`config.mk`:
```
export PLATFORM = sky130hd
export DESIGN_NAME = auction_bid_collector
export DESIGN_NICKNAME = d
export VERILOG_FILES = /design/src/rtl/auction_bid_collector.sv
export SDC_FILE = /design/constraint.sdc
export NUM_CORES = 1
export LEC_CHECK = 0
export BUFFER_PORTS_ARGS = -buffer_cell sky130_fd_sc_hd__buf_4
export CORE_MARGIN = 2
export CORE_UTILIZATION = 50
export DETAILED_ROUTE_END_ITERATION = 6
export GPL_ROUTABILITY_DRIVEN = 0
export PLACE_DENSITY = 0.78
export SYNTH_ARGS = -nofsm -noshare
export SYNTH_HDL_FRONTEND = slang
export SYNTH_SLANG_ARGS = --single-unit
```
`constraint.sdc`:
```
create_clock -name clk -period 3.7 [get_ports clk]
set_clock_uncertainty 0.15 [all_clocks]
set_input_delay 0.74 -clock clk [delete_from_list [all_inputs] [get_ports clk]]
set_output_delay 0.74 -clock clk [all_outputs]
set_load 0.02 [all_outputs]
```
`src/rtl/auction_bid_collector.sv`:
```
// Bid collector for the sealed-bid auction stage: opens a round on start, gathers one bid per bidder,
// closes when all have bid (or on a deadline when AUCTION_TIMEOUT_EN is defined) and holds the result until bid_ack.
module auction_bid_collector #(
   parameter int N   = 2,
   parameter int W   = 2,
   parameter int T_W = 8
) (
   input  logic                 clk,
   input  logic                 rst,
   input  logic                 start,
   input  logic                 in_valid,
   output logic                 in_ready,
   input  logic [N-1:0]         in_id,
   input  logic [W-1:0]         in_bid,
   output logic                 dup_err,
   output logic [2**N-1:0]      received,
   output logic [(2**N)*W-1:0]  bid,
   output logic                 bid_valid,
   input  logic                 bid_ack,
   output logic                 complete,
   input  logic [T_W-1:0]       timeout_cycles
);

   // state   | meaning
   // IDLE    | waiting for start; last round's bid/received still visible
   // COLLECT | in_ready=1, storing first bid from each bidder
   // DONE    | bid_valid=1, outputs frozen until bid_ack
   typedef enum logic [1:0] {IDLE, COLLECT, DONE} state_t;

   localparam int B = 2**N;

   state_t         state;
   logic [B-1:0]   id_hot;
   logic           take;
   logic           fresh;
   logic           fills;
   logic           expire;

   always_comb begin
      id_hot        = '0;
      id_hot[in_id] = 1'b1;
      take          = (state == COLLECT) && in_valid;
      fresh         = take && !received[in_id];
      fills         = fresh && (&(received | id_hot));
   end

`ifdef AUCTION_TIMEOUT_EN
   logic [T_W-1:0] deadline;

   assign expire = (state == COLLECT) && (deadline == T_W'(1));

   always_ff @(posedge clk) begin
      if (rst) begin
         deadline <= '0;
      end else if (state == IDLE && start) begin
         deadline <= timeout_cycles;
      end else if (state == COLLECT && deadline != '0) begin
         deadline <= deadline - T_W'(1);
      end
   end
`else
   logic unused_timeout;

   assign unused_timeout = ^timeout_cycles;
   assign expire         = 1'b0;
`endif

   always_ff @(posedge clk) begin
      if (rst) begin
         state     <= IDLE;
         in_ready  <= 1'b0;
         dup_err   <= 1'b0;
         received  <= '0;
         bid       <= '0;
         bid_valid <= 1'b0;
         complete  <= 1'b0;
      end else begin
         dup_err <= 1'b0;
         case (state)
            IDLE: begin
               if (start) begin
                  state    <= COLLECT;
                  in_ready <= 1'b1;
                  bid      <= '0;
                  received <= '0;
               end
            end
            COLLECT: begin
               if (fresh) begin
                  bid[int'(in_id)*W +: W] <= in_bid;
                  received[in_id]         <= 1'b1;
               end
               // duplicates are consumed but dropped: first bid wins
               if (take && received[in_id]) begin
                  dup_err <= 1'b1;
               end
               if (fills || expire) begin
                  state     <= DONE;
                  in_ready  <= 1'b0;
                  bid_valid <= 1'b1;
                  complete  <= fills;
               end
            end
            DONE: begin
               if (bid_ack) begin
                  state     <= IDLE;
                  bid_valid <= 1'b0;
               end
            end
            default: begin
               state     <= IDLE;
               in_ready  <= 1'b0;
               bid_valid <= 1'b0;
            end
         endcase
      end
   end

endmodule

```
==> key figures, run 1 <==
Status
  • Status: complete, no violations

Timing
  • Hold_ws: 314.1 ps
  • Slew margin rel.: 70.19%
  • Worst Max-Slew Pin Slew: 445.5 ps
  • Final hold vios: 0
  • Final count of pins violating max slew: 0
  • RSZ-0062 raised after global routing: no
  • Setup TNS: 0 ps
  • Final period util: 55.02%
  • Min cycle time layout: 2036 ps
  • Final setup vio count: 0
  • Max Fclk: 491.2 MHz

Floorplan
  • Starting density of the core: 51.56%
  • Die height: 45.74 um
  • DIE AREA: 2092 sq um
  • Chip width: 45.74 um
  • IO Count: 33
  • Core Rows: 15
  • Core outline area: 1689 sq um

Power
  • Cell-internal power: 279.9 uW
  • Comb pwr share: 15.3%
  • Clock share of power: 32.1%
  • Part of the power in registers: 52.6%
  • Pwr dens: 345.3 nW/um^2
  • Sw Share: 26.62%
  • Maximum vdd ir drop: 220.4 uV
  • Net Switching: 101.6 uW
  • Leakage: 0.0004627 uW

Clocking
  • CTS Buffer Depth: 2
  • Post-CTS Hold Fix Bufs: 0
  • H-tree levels: 1
  • Clock Sinks: 18
  • Post-CTS Setup Bufs: 0
  • CTS buffer count: 3
  • CTS tree: done
  • Clk root buf: clkbuf_4
  • Post-cts sizing count: 0
  • Clk_lat worst skew: 290 ps
  • Worst-path clk slew: 110 ps

Yosys
  • #FFs+latches synth: 18
  • Sequential area share after synthesis: 41.38%
  • Warnings, synthesis: 0
  • Post-Synthesis Cell Area: 870.8 sq um
  • Synthesized area per cell: 9.071 sq um
  • Cell count after synthesis: 96
  • Mapped Nets: 118
  • Number of distinct library cells after synthesis: 30

Finish
  • Register area: 360.3 sq um
  • Proportion of layout cells with a drive suffix above 1: 31.71%
  • Multi-input logic area: 484.2 sq um
  • Fillers: 141
  • Layout area overhead: 26.87%
  • Nets@finish: 146
  • Final instance area: 1105 sq um
  • Diode count: 0
  • Final Core Density: 65.41%
  • Final non-filler cell total: 140

Worst setup path
  • WS Path Type: primary input to register
  • CP max stage cell: mux4_2
  • Buf/Inv on CP: 1
  • CP Capture Type: register
  • CP cell instances: buf_4 -> mux4_2 -> o21a_2 -> nor2_1 -> o32ai_1
  • CP Data Required Time: 3740 ps
  • CP max stage delay: 610 ps
  • Critical path arrival: 2070 ps
  • Startpoint Class: primary input
  • Crit-path max FO: 7
  • CP delay by family, top: multiplexers

Place
  • Post-DP HPWL: 1.429 mm
  • Placed insts: 136
  • Area after DPL: 1069 sq um
  • Input/output buffers: 24

Routing
  • Total number of vias: 812
  • Iter 0 DRT Violations: 29
  • Via density: 5.800
  • Total Wirelength: 1.927 mm
  • DRC violations left: 0
  • Post-DRT Antenna Nets: 0
  • Wire length per cell: 13.76 um
  • Drt pass-1 iters: 7

Global route
  • GRT Util Overall: 19.44%
  • First-pass GRT wire length: 3.015 mm
  • Initial antenna violation count: 0
  • Overflow after GRT: 0
  • Largest net degree at the start of global routing: 17
  • Number of global-route vias before repair: 696

Job
  • Max-Cap Viols: 0

Min path
  • Hold Path Class: register to register
cell type report:
type,instances,share of cell area (%)
timing repair buffer,24,16.31
clock buffer,4,3.284
sequential,18,32.62
inverter,6,2.039
tap,17,1.925
multi-input combinational,71,43.83
logic make-up (layout without fill, tap and decap cells):
kind of cell	Yosys count	after routing	share of synthesized area, %
AOI/OAI and AO/OA	28	28	19.97
adders and majority gates	5	5	7.184
buffers and inverters	7	34	3.017
DFF	18	18	41.38
muxes	1	1	2.586
and+or+nand+nor	37	37	25.86
worst min-delay path: stages (launching register included):
cell	delay (ps)
dfxtp_1	320
inv_1	60
a21oi_2	40
layout by cell type, fill, tap and decap left out, drive strengths merged:
| cell type | n |
|---|---|
| buf | 24 |
| dfxtp | 18 |
| a21oi | 13 |
| nor2 | 12 |
| o21ai | 9 |
| inv | 6 |
| ha | 5 |
| nand4 | 4 |
| nand2b | 4 |
| clkbuf | 4 |
| and3 | 4 |
| nand3 | 3 |
| nand2 | 2 |
| or3b | 2 |
| o32ai | 2 |
| nor3 | 2 |
| mux4 | 1 |
| o22ai | 1 |
| nor4 | 1 |
| nand3b | 1 |
| o21a | 1 |
| and4 | 1 |
| a21o | 1 |
| a221oi | 1 |
| nor3b | 1 |
through the flow:
| stage | setup slack [ps] | power [uW] |
|---|---|---|
| floorplan | 1587 | 240.1 |
| global placement | 1362 | 260.1 |
| detailed placement | 1346 | 261.9 |
| CTS | 1656 | 379.6 |
| global route | 1596 | 395.9 |
| finish | 1664 | 381.4 |
flip-flops by register name, indices dropped and copies added, names as in the netlist:
register and flops:
in_ready 1, state 2, complete 1, received 4
dup_err 1, bid 8, bid_valid 1
path summary, 6_finish.rpt:
| kind | start | endpoint | slack, ps | depth (start not counted) |
|---|---|---|---|---|
| hold / removal | complete | complete | 310 | 2 |
| setup / recovery | in_id[0] | bid[7] | 1660 | 5 |
| setup reg to reg | received[3] | bid[7] | 1930 | 4 |
| hold reg to reg | complete | complete | 310 | 2 |
metal layers:
metal  share of wire [%]  GRT usage [%]  up-vias
met1                  44          28.01      364
met5                   0              0        -
met3                 7.5          2.381        4
met2                  47          29.86       45
li1                    -              -      399
met4                0.99          6.857        0
power groups by stage:
stage	clock (uW)	sequential [uW]	combinational (uW)
2_1_floorplan	0	208	32.1
3_3_place_gp	0	205	55.0
3_5_place_dp	0	205	56.8
4_1_cts	122	201	57.3
5_1_grt	132	201	62.3
6_report	123	201	58.3
cell usage after synthesis:
| master | instances | share of area, % |
|---|---|---|
| a21o_1 | 1 | 0.86 |
| a21oi_1 | 12 | 6.9 |
| a21oi_2 | 1 | 1.0 |
| a221oi_1 | 1 | 1.0 |
| and3_1 | 2 | 1.4 |
| and3_2 | 2 | 1.7 |
| and4_1 | 1 | 1.0 |
| clkbuf_1 | 1 | 0.43 |
| dfxtp_1 | 18 | 41 |
| ha_1 | 5 | 7.2 |
| inv_1 | 6 | 2.6 |
| mux4_2 | 1 | 2.6 |
| nand2_1 | 2 | 0.86 |
| nand2b_1 | 3 | 2.2 |
| nand2b_2 | 1 | 1.0 |
| nand3_1 | 3 | 1.7 |
| nand3b_1 | 1 | 0.86 |
| nand4_1 | 4 | 2.9 |
| nor2_1 | 12 | 5.2 |
| nor3_1 | 1 | 0.57 |
| nor3_2 | 1 | 1.1 |
| nor3b_1 | 1 | 0.86 |
| nor4_4 | 1 | 2.4 |
| o21a_2 | 1 | 1.0 |
| o21ai_0 | 5 | 2.9 |
| o21ai_1 | 3 | 1.7 |
| o21ai_4 | 1 | 1.9 |
| o22ai_1 | 1 | 0.72 |
| o32ai_1 | 2 | 2.0 |
| or3b_2 | 2 | 2.0 |
Power figures use the tool's default switching activity.
==> run 2: changes to the inputs <==
Settings changed: CORE_UTILIZATION 50 to 47, PLACE_DENSITY 0.78 to 0.74.
Clock period 3.7 ns to 2 ns, I/O delays scaled along.
==> run 2 against run 1 <==
  * Register-to-register slack worse by 1700 ps
  * Cell area increased by 2.3%
  * Total power grew 83%
  * Critical path type is now register to register
==> key figures, run 2 (synthesis gave the netlist of run 1 again) <==
Status
  • Status: complete, no violations (unchanged)

Finish
  • Fillers: 155 (was 141)
  • Diode count: 0 (unchanged)
  • Most common cell after layout, fill and taps aside: buf_4 (unchanged)
  • Multi-input logic area: 484.2 sq um (unchanged)
  • Max reg flops: 8 (unchanged)
  • Proportion of layout cells with a drive suffix above 1: 32.80% (was 31.71%)
  • Register area: 360.3 sq um (unchanged)
  • Nets@finish: 148 (was 146)
  • Top flop regs: bid (8), received (4), state (2) (unchanged)
  • Largest register by flop count: bid (unchanged)
  • Most frequent cells in the layout: 26 x buf_4, 18 x dfxtp_1, 12 x nor2_1, 12 x a21oi_1, 6 x inv_1 (was 24 x buf_4, 18 x dfxtp_1, 12 x nor2_1, 12 x a21oi_1, 6 x inv_1)
  • Final non-filler cell total: 150 (was 140)
  • Layout area overhead: 29.74% (was 26.87%)

Worst setup path
  • Startpoint Class: register (was primary input)
  • CP Capture Type: register (unchanged)
  • Critical path arrival: 1800 ps (was 2070 ps)
  • CP Data Required Time: 2020 ps (was 3740 ps)
  • Crit-path max FO: 5 (was 7)
  • WS Path Type: register to register (was primary input to register)

Power
  • Tot Pwr: 697.5 uW (was 381.4 uW)
  • Leakage: 0.0004727 uW (was 0.0004627 uW)
  • Pwr dens: 617.3 nW/um^2 (was 345.3 nW/um^2)
  • Maximum vdd ir drop: 376.6 uV (was 220.4 uV)

Global route
  • Initial antenna violation count: 0 (unchanged)
  • Overflow after GRT: 0 (unchanged)
  • Largest net degree at the start of global routing: 17 (unchanged)
  • First-pass GRT wire length: 2.760 mm (was 3.015 mm)
  • GRT Util Overall: 18.05% (was 19.44%)
  • Number of global-route vias before repair: 667 (was 696)

Timing
  • Min cycle time layout: 1777 ps
  • Slew margin rel.: 72.91% (was 70.19%)
  • Final period util: 88.84%
  • Worst Max-Slew Pin Slew: 404.9 ps (was 445.5 ps)
  • Final count of pins violating max slew: 0 (unchanged)
  • Max Fclk: 562.8 MHz
  • Setup TNS: 0 ps (unchanged)
  • Final hold vios: 0 (unchanged)
  • RSZ-0062 raised after global routing: no (unchanged)
  • Final setup vio count: 0 (unchanged)

Routing
  • Wire length per cell: 11.69 um (was 13.76 um)
  • Drt pass-1 iters: 4 (was 7)
  • Via density: 5.227 (was 5.800)
  • Iter 0 DRT Violations: 21 (was 29)
  • Post-DRT Antenna Nets: 0 (unchanged)
  • Total Wirelength: 1.754 mm (was 1.927 mm)
  • DRC violations left: 0 (unchanged)
  • Total number of vias: 784 (was 812)

Floorplan
  • IO Count: 33 (unchanged)
  • Chip width: 47.05 um (was 45.74 um)
  • Die height: 47.05 um (was 45.74 um)
  • Starting density of the core: 50.43% (was 51.56%)
  • DIE AREA: 2213 sq um (was 2092 sq um)
  • Core outline area: 1727 sq um (was 1689 sq um)
  • Core Rows: 15 (unchanged)

Clocking
  • Post-CTS Setup Bufs: 0 (unchanged)
  • Post-CTS Hold Fix Bufs: 0 (unchanged)
  • Post-cts sizing count: 0 (unchanged)
  • Clk_lat worst skew: 290 ps (about the same)
  • Clock Sinks: 18 (unchanged)
  • Worst-path clk slew: 100 ps (was 110 ps)
  • H-tree levels: 1 (unchanged)
  • CTS buffer count: 3 (unchanged)
  • CTS tree: done (unchanged)
  • Clk root buf: clkbuf_4 (unchanged)
  • CTS Buffer Depth: 2 (unchanged)

Min path
  • Hold Path Class: primary input to register (was register to register)

Place
  • Post-DP HPWL: 1.370 mm (was 1.429 mm)
  • Input/output buffers: 24 (unchanged)
  • Placed insts: 146 (was 136)

Job
  • Max-Cap Viols: 0 (unchanged)
==> run 2: worst paths after layout <==
kind | depth (start not counted) | to | startpoint | slack [ps]
hold / removal | 2 | complete | rst | 210
setup reg to reg | 4 | in_ready | received[3] | 220
setup / recovery | 4 | in_ready | received[3] | 220
hold reg to reg | 2 | bid_valid | bid_valid | 310
==> run 2: per-layer routing <==
metal / wire length (um) / track usage [%] / vias to the layer above / part of all wire (%)
met5: 0 / 0 / - / 0
met4: 27 / 8.333 / 0 / 1.5
met3: 72 / 3.462 / 4 / 4.1
met2: 826 / 29.04 / 19 / 47
met1: 827 / 23.35 / 357 / 47
li1: - / - / 404 / -
==> run 2: worst max-delay path: stages (launching register included) <==
cell and delay [ps]:
dfxtp_1 340, mux4_2 580, nor4_4 360, a21o_1 180, a221oi_1 50
==> run 2: cell type report <==
cell class | count | share of cell area (%)
clock buffers | 4 | 3.212
inverters | 6 | 1.993
multi-input cells | 71 | 42.86
flip-flops and latches | 18 | 31.89
well taps | 25 | 2.769
repair buffers | 26 | 17.28
==> run 2: stage by stage <==
stage          utilization, %  hold slack (ps)  area (sq um)  worst slack, ps
2_1_floorplan               -            326.0         870.8            226.7
3_3_place_gp            63.33            292.5          1094            44.26
3_5_place_dp            63.33            302.1          1094            18.77
4_1_cts                 65.43            210.8          1130            208.9
5_1_grt                 65.43            223.9          1130            142.2
6_report                65.43            214.1          1130            223.1
==> run 2: where the power goes <==
group | internal, uW | switching (uW)
clock | 111 | 109
combinational | 44.2 | 62.4
sequential | 365 | 6.30
total | 520 | 177
